[src/rtl/mem_arb_pkg.sv]
// Purpose: shared encodings for the memory port arbiter (FSM states, grant ids, latency default).
// Latency: n/a (types and constants only).
// Backpressure: n/a.
package mem_arb_pkg;

    typedef enum logic [1:0] {
        IDLE  = 2'd0,
        ISSUE = 2'd1,
        WAIT  = 2'd2,
        RESP  = 2'd3
    } state_t;

    typedef enum logic {
        GNT_IF = 1'b0,
        GNT_DM = 1'b1
    } gnt_t;

    localparam int MEM_LAT_DEF = 2;

    // The latency counter counts down to zero inside WAIT, so it is loaded
    // with one less than the memory latency (4 bits covers 1..15).
    function automatic logic [3:0] lat_load(input int lat);
        return 4'(lat - 1);
    endfunction

endpackage

[src/rtl/mem_port_arbiter_if.sv]
// Purpose: bundle of the fetch port, data port and shared memory port of the arbiter.
// Latency: n/a (wires only).
// Backpressure: requesters hold req/addr/data until their ack; stall_* mirror that wait.
// Modports: slave  = arbiter view (requests and mem_rdata in; acks, rdata, memory strobe out)
//           master = environment view (requesters plus memory), directions mirrored.
interface mem_port_arbiter_if #(
    parameter int ADDR_W = 32,
    parameter int DATA_W = 32
) ();
    // fetch port
    logic              if_req;
    logic [ADDR_W-1:0] if_addr;
    logic [DATA_W-1:0] if_rdata;
    logic              if_ack;
    // data port
    logic              dm_req;
    logic              dm_we;
    logic [ADDR_W-1:0] dm_addr;
    logic [DATA_W-1:0] dm_wdata;
    logic [DATA_W-1:0] dm_rdata;
    logic              dm_ack;
    // shared memory port
    logic              mem_en;
    logic              mem_we;
    logic [ADDR_W-1:0] mem_addr;
    logic [DATA_W-1:0] mem_wdata;
    logic [DATA_W-1:0] mem_rdata;
    // status
    logic              stall_if;
    logic              stall_dm;
    logic              busy;

    modport slave (
        input  if_req, if_addr, dm_req, dm_we, dm_addr, dm_wdata, mem_rdata,
        output if_rdata, if_ack, dm_rdata, dm_ack,
        output mem_en, mem_we, mem_addr, mem_wdata,
        output stall_if, stall_dm, busy
    );

    modport master (
        output if_req, if_addr, dm_req, dm_we, dm_addr, dm_wdata, mem_rdata,
        input  if_rdata, if_ack, dm_rdata, dm_ack,
        input  mem_en, mem_we, mem_addr, mem_wdata,
        input  stall_if, stall_dm, busy
    );

endinterface

[src/rtl/mem_arb_pick.sv]
// Purpose: grant selection between fetch and data requesters.
// Latency: combinational.
// Backpressure: none; the caller decides when the grant is taken.
// Ports: if_req/dm_req in, last_grant in (used only with MEM_ARB_FAIR_EN), gnt_valid/gnt out.
// Build option: MEM_ARB_FAIR_EN selects alternating grants on contention; otherwise dm always wins.
module mem_arb_pick
    import mem_arb_pkg::*;
(
    input  logic if_req,
    input  logic dm_req,
    input  gnt_t last_grant,
    output logic gnt_valid,
    output gnt_t gnt
);

`ifdef MEM_ARB_FAIR_EN
    always_comb begin
        gnt_valid = if_req | dm_req;
        gnt       = GNT_IF;
        if (if_req && dm_req) begin
            // On contention hand the grant to whichever port did not get the last one.
            gnt = (last_grant == GNT_IF) ? GNT_DM : GNT_IF;
        end else if (dm_req) begin
            gnt = GNT_DM;
        end
    end
`else
    // Fixed priority never looks at history; keep the port for a common footprint.
    logic unused_last_grant;
    assign unused_last_grant = last_grant;

    always_comb begin
        gnt_valid = if_req | dm_req;
        gnt       = GNT_IF;
        if (dm_req) begin
            gnt = GNT_DM;
        end
    end
`endif

endmodule

[src/rtl/mem_port_arbiter.sv]
// Purpose: share one single-ported memory between a fetch port and a data port.
// Latency: request sampled at edge 0 -> ack in cycle MEM_LAT+2; back-to-back every MEM_LAT+2 cycles.
// Backpressure: one access in flight; waiting requesters see stall_* = req & ~ack.
// Ports: clk, rst (synchronous, active-high), bus (mem_port_arbiter_if.slave).
// Build option: MEM_ARB_FAIR_EN enables alternating grants via a last_grant register.
module mem_port_arbiter
    import mem_arb_pkg::*;
#(
    parameter int ADDR_W  = 32,
    parameter int DATA_W  = 32,
    parameter int MEM_LAT = MEM_LAT_DEF
) (
    input  logic              clk,
    input  logic              rst,
    mem_port_arbiter_if.slave bus
);

    localparam logic [3:0] CNT_LOAD = lat_load(MEM_LAT);

    state_t            state_q;
    state_t            state_d;
    gnt_t              gnt_q;
    gnt_t              pick_gnt;
    gnt_t              pick_last;
    logic              pick_vld;
    logic              take;
    logic [ADDR_W-1:0] addr_q;
    logic [DATA_W-1:0] wdata_q;
    logic              we_q;
    logic [3:0]        cnt_q;
    logic [DATA_W-1:0] if_rdata_q;
    logic [DATA_W-1:0] dm_rdata_q;
    logic              rd_done;
    logic              mem_en_c;
    logic              mem_we_c;
    logic              if_ack_c;
    logic              dm_ack_c;
    logic              busy_c;

    mem_arb_pick u_pick (
        .if_req     (bus.if_req),
        .dm_req     (bus.dm_req),
        .last_grant (pick_last),
        .gnt_valid  (pick_vld),
        .gnt        (pick_gnt)
    );

`ifdef MEM_ARB_FAIR_EN
    gnt_t last_grant_q;

    always_ff @(posedge clk) begin
        if (rst) begin
            last_grant_q <= GNT_IF;
        end else if (take) begin
            last_grant_q <= pick_gnt;
        end
    end

    assign pick_last = last_grant_q;
`else
    assign pick_last = GNT_IF;
`endif

    // A new grant is accepted from IDLE, or straight out of RESP so that
    // back-to-back accesses skip the idle cycle.
    assign take    = pick_vld && ((state_q == IDLE) || (state_q == RESP));
    assign rd_done = (state_q == WAIT) && (cnt_q == 4'd0) && !we_q;

    always_comb begin
        state_d  = state_q;
        mem_en_c = 1'b0;
        mem_we_c = 1'b0;
        if_ack_c = 1'b0;
        dm_ack_c = 1'b0;
        busy_c   = 1'b1;
        case (state_q)
            IDLE: begin
                busy_c = 1'b0;
                if (pick_vld) begin
                    state_d = ISSUE;
                end
            end
            ISSUE: begin
                mem_en_c = 1'b1;
                mem_we_c = we_q;
                state_d  = WAIT;
            end
            WAIT: begin
                if (cnt_q == 4'd0) begin
                    state_d = RESP;
                end
            end
            RESP: begin
                if_ack_c = (gnt_q == GNT_IF);
                dm_ack_c = (gnt_q == GNT_DM);
                state_d  = pick_vld ? ISSUE : IDLE;
            end
            default: begin
                state_d = IDLE;
            end
        endcase
    end

    always_ff @(posedge clk) begin
        if (rst) begin
            state_q    <= IDLE;
            gnt_q      <= GNT_IF;
            addr_q     <= '0;
            wdata_q    <= '0;
            we_q       <= 1'b0;
            cnt_q      <= 4'd0;
            if_rdata_q <= '0;
            dm_rdata_q <= '0;
        end else begin
            state_q <= state_d;

            // Requester values are only looked at on the grant edge.
            if (take) begin
                gnt_q <= pick_gnt;
                if (pick_gnt == GNT_DM) begin
                    addr_q  <= bus.dm_addr;
                    wdata_q <= bus.dm_wdata;
                    we_q    <= bus.dm_we;
                end else begin
                    addr_q  <= bus.if_addr;
                    wdata_q <= '0;
                    we_q    <= 1'b0;
                end
            end

            if (state_q == ISSUE) begin
                cnt_q <= CNT_LOAD;
            end else if ((state_q == WAIT) && (cnt_q != 4'd0)) begin
                cnt_q <= cnt_q - 4'd1;
            end

            if (rd_done) begin
                if (gnt_q == GNT_DM) begin
                    dm_rdata_q <= bus.mem_rdata;
                end else begin
                    if_rdata_q <= bus.mem_rdata;
                end
            end
        end
    end

    assign bus.mem_en    = mem_en_c;
    assign bus.mem_we    = mem_we_c;
    assign bus.mem_addr  = addr_q;
    assign bus.mem_wdata = wdata_q;
    assign bus.if_ack    = if_ack_c;
    assign bus.dm_ack    = dm_ack_c;
    assign bus.if_rdata  = if_rdata_q;
    assign bus.dm_rdata  = dm_rdata_q;
    assign bus.busy      = busy_c;
    assign bus.stall_if  = bus.if_req & ~if_ack_c;
    assign bus.stall_dm  = bus.dm_req & ~dm_ack_c;

endmodule

[src/flat_wrapper.sv]
// flat-port wrapper written by rule: the top's interface ports become plain ports
module mem_port_arbiter_flat import mem_arb_pkg::*;
#(
    parameter int ADDR_W  = 32,
    parameter int DATA_W  = 32,
    parameter int MEM_LAT = MEM_LAT_DEF
)
  (clk, rst, bus_if_req, bus_if_addr, bus_dm_req, bus_dm_we, bus_dm_addr, bus_dm_wdata, bus_mem_rdata, bus_if_rdata, bus_if_ack, bus_dm_rdata, bus_dm_ack, bus_mem_en, bus_mem_we, bus_mem_addr, bus_mem_wdata, bus_stall_if, bus_stall_dm, bus_busy);
  mem_port_arbiter_if #(.ADDR_W(ADDR_W), .DATA_W(DATA_W)) bus_i ();
  input  logic clk;
  input  logic rst;
  input wire logic [$bits(bus_i.if_req)-1:0] bus_if_req;
  input wire logic [$bits(bus_i.if_addr)-1:0] bus_if_addr;
  input wire logic [$bits(bus_i.dm_req)-1:0] bus_dm_req;
  input wire logic [$bits(bus_i.dm_we)-1:0] bus_dm_we;
  input wire logic [$bits(bus_i.dm_addr)-1:0] bus_dm_addr;
  input wire logic [$bits(bus_i.dm_wdata)-1:0] bus_dm_wdata;
  input wire logic [$bits(bus_i.mem_rdata)-1:0] bus_mem_rdata;
  output wire logic [$bits(bus_i.if_rdata)-1:0] bus_if_rdata;
  output wire logic [$bits(bus_i.if_ack)-1:0] bus_if_ack;
  output wire logic [$bits(bus_i.dm_rdata)-1:0] bus_dm_rdata;
  output wire logic [$bits(bus_i.dm_ack)-1:0] bus_dm_ack;
  output wire logic [$bits(bus_i.mem_en)-1:0] bus_mem_en;
  output wire logic [$bits(bus_i.mem_we)-1:0] bus_mem_we;
  output wire logic [$bits(bus_i.mem_addr)-1:0] bus_mem_addr;
  output wire logic [$bits(bus_i.mem_wdata)-1:0] bus_mem_wdata;
  output wire logic [$bits(bus_i.stall_if)-1:0] bus_stall_if;
  output wire logic [$bits(bus_i.stall_dm)-1:0] bus_stall_dm;
  output wire logic [$bits(bus_i.busy)-1:0] bus_busy;
  assign bus_i.if_req = bus_if_req;
  assign bus_i.if_addr = bus_if_addr;
  assign bus_i.dm_req = bus_dm_req;
  assign bus_i.dm_we = bus_dm_we;
  assign bus_i.dm_addr = bus_dm_addr;
  assign bus_i.dm_wdata = bus_dm_wdata;
  assign bus_i.mem_rdata = bus_mem_rdata;
  assign bus_if_rdata = bus_i.if_rdata;
  assign bus_if_ack = bus_i.if_ack;
  assign bus_dm_rdata = bus_i.dm_rdata;
  assign bus_dm_ack = bus_i.dm_ack;
  assign bus_mem_en = bus_i.mem_en;
  assign bus_mem_we = bus_i.mem_we;
  assign bus_mem_addr = bus_i.mem_addr;
  assign bus_mem_wdata = bus_i.mem_wdata;
  assign bus_stall_if = bus_i.stall_if;
  assign bus_stall_dm = bus_i.stall_dm;
  assign bus_busy = bus_i.busy;
  mem_port_arbiter #(.ADDR_W(ADDR_W), .DATA_W(DATA_W), .MEM_LAT(MEM_LAT)) u_core (.clk(clk), .rst(rst), .bus(bus_i));
endmodule
[config.mk]
export PLATFORM = sky130hd
export DESIGN_NAME = mem_port_arbiter_flat
export DESIGN_NICKNAME = d
export VERILOG_FILES = /design/src/rtl/mem_arb_pkg.sv /design/src/rtl/mem_port_arbiter_if.sv /design/src/rtl/mem_arb_pick.sv /design/src/rtl/mem_port_arbiter.sv /design/src/flat_wrapper.sv
export SDC_FILE = /design/constraint.sdc
export NUM_CORES = 1
export LEC_CHECK = 0
export ABC_AREA = 1
export CORE_MARGIN = 2
export CORE_UTILIZATION = 41
export CTS_CLUSTER_DIAMETER = 80
export DETAILED_ROUTE_END_ITERATION = 16
export PLACE_DENSITY = 0.8
export SYNTH_ARGS = -nofsm -noshare
export SYNTH_HDL_FRONTEND = slang
export SYNTH_HIERARCHICAL = 1
export SYNTH_SLANG_ARGS = --single-unit
[constraint.sdc]
create_clock -name clk -period 2.1 [get_ports clk]
set_input_delay 0.315 -clock clk [delete_from_list [all_inputs] [get_ports clk]]
set_output_delay 0.315 -clock clk [all_outputs]
set_load 0.01 [all_outputs]
==> flow_summary.toml <==
[run_status]
outcome = "finished, final reports clean"

[floorplanning]
die_y_um = 122
io-pin-count = 268
coreArea_um2 = 13800
initial_core_util_pct = 41.5
die_area_um2 = 14900
rows = 43
die_w_um = 122

[critical_path]
critPathKind = "flip-flop to primary output"
cp.arrival_ns = 1.65
worst-path-buf-inv = 3
critPathTopFamily = "buffers and inverters"
cp_max_fo = 4
required_ns = 1.78
startpoint_type = "flip-flop"
end_kind = "primary output"
rr_startpoint = "u_core/state_q[0]"
path_cells = "buf_4, ha_1, inv_1, nor2_1, nor2_1, dlygate4sd2_1"
cp_slowest_cell = "dfxtp_1"
slowest_delay_ns = 0.32
reg2reg_slack_ns = 0.28
cp-startpoint = "u_core/state_q[0]"
crit_top_cell = "nor2_1"
rr_worst_depth = 8
r2r_end = "u_core/bus.dm_rdata[13]"

[sta]
tightest_slew_ns = 0.644
whs_ns = 0.461
hold_violations = 0
skew_ns = 0.00810
period_share_pct = 93.5
rsz0062_at_grt = "no"
final_max_slew_viol_count = 0
final-setup-viol-count = 0
slew_headroom_pct = 57.0
tns_ns = 0
fmaxAchievable_mhz = 509
setup_ws_ns = 0.136
period_needed_ns = 1.96

[clock_tree]
clockBufferDepth = 2
htreeDepth = 4
cts_hold_buffers = 0
cts-root-buf = "clkbuf_16"
post_cts_buffers = 0
insertion_delay_ns = 0.41
cts.sinks = 136
cts_tree = "yes"
cts_buffers = 17
clk_pin_slew_worst_paths_ns = 0.05
post_cts_resized = 6

[place]
numPortBuffers = 267
gp_congestion = 0.798
placed_cells = 1220
detailed_place_hpwl_mm = 11.3
place_ws_ns = 0.148

[global_route]
grt-ovfl-total = 0
antenna_found_initial = 0
grt_max_degree = 65
grt_pass1_vias = 5264
grt_pass1_wl_mm = 25.2
track_usage_pct = 21.5

[synthesis]
syn_inst = 807
syn-cell-area_um2 = 5720
synthesis.nets = 946
avgSynthCellArea_um2 = 7.08
yosysWarnings = 6

[finish]
nNetsFinal = 1198
nFillCells = 1218
fin_cells = 1248
register_area_um2 = 2720
multi_input_area_um2 = 2360
diodes = 0
drive_above_1_share_pct = 6.27
area_delta_synth_final_pct = 57.3

[pwr]
ir_drop_uv = 557
p_leak_nw = 3.99
powerDensity_nw_per_um2 = 1120

[worst_hold_path]
hold_path.class = "input port to flip-flop"
min_path_cells = 3
worstHoldStart = "bus_dm_wdata[6]"
hold_end = "u_core/bus.mem_wdata[6]"

[drt]
wl_mm = 16.5
drc_errors = 0
dr.pass1.iters = 4
antenna_left = 0
wl_per_cell_um = 13.2
first_iter_violations = 308
drt-vias-per-instance = 4.58
num_vias = 5717

[run]
drv_cap = 0
layout make-up:
type / instances / share of cell area, %
Timing Repair Buffer: 280 / 31.5
Sequential cell: 136 / 30.3
Multi-Input combinational cell: 537 / 26.3
Clock buffer: 25 / 5.62
Inverter: 87 / 3.65
Tap cell: 180 / 2.50
Clock inverter: 3 / 0.195
routing by layer:
metal / vias to the layer above / track usage, % / wire length, µm / part of all wire, %
met3: 30 / 8.94 / 1450 / 8.8
li1: 2956 / - / - / -
met5: - / 0 / 0 / 0
met4: 0 / 8.69 / 360 / 2.2
met1: 2523 / 25.0 / 6950 / 42
met2: 208 / 35.0 / 7720 / 47
state kept, by name (all words and copies together), names as in the netlist:
signal                count
u_core/we_q               1
u_core/cnt_q              4
u_core/gnt_q              1
u_core/bus.mem_wdata     32
u_core/state_q            2
u_core/bus.mem_addr      32
u_core/bus.dm_rdata      32
u_core/bus.if_rdata      32
where the power goes:
| part | total [mW] | internal [mW] | leakage [nW] | switching (mW) |
|---|---|---|---|---|
| Combinational | 3.93 | 1.87 | 2.62 | 2.05 |
| Clock | 2.65 | 1.64 | 0.257 | 1.01 |
| Sequential | 3.48 | 3.18 | 1.11 | 0.301 |
| Total | 10.1 | 6.68 | 3.99 | 3.37 |
worst min-delay path, delay by kind of cell:
kind            cells  cell delay [ns]
compound gates      1             0.05
buf+inv             1             0.39
simple gates        1             0.06
cells in the final DEF (no fill, tap or decap), drive strengths merged:
| cell type | n |
|---|---|
| nand2 | 245 |
| clkinvlp | 1 |
| dfxtp | 136 |
| clkbuf | 25 |
| inv | 86 |
| dlymetal6s2s | 1 |
| o21ai | 33 |
| o21a | 1 |
| buf | 13 |
| nand3b | 1 |
| a21oi | 100 |
| clkinv | 3 |
| a21boi | 1 |
| nand3 | 7 |
| ha | 6 |
| clkdlybuf4s50 | 261 |
| nor2 | 143 |
| dlygate4sd2 | 5 |
worst max-delay path by stage:
stage	to	slack (ns)	cells after the start
after floorplan	u_core/bus.mem_addr[24]	0.51	8
after global placement	bus_stall_dm	0.17	4
after detailed placement	u_core/bus.mem_wdata[16]	0.15	9
after CTS	bus_mem_we	0.007	5
after global routing	bus_stall_if	0.04	6
final	bus_stall_if	0.14	6
stage by stage:
step           util, %  power, mW  cell area [µm²]
2_1_floorplan        -       5.67             5720
5_1_grt           65.3       10.7             8990
4_1_cts           65.3       10.2             8990
3_5_place_dp      61.5       7.46             8470
6_report          65.3       10.1             8990
3_3_place_gp      61.5       7.39             8470
(Power assumes the default switching activity.)
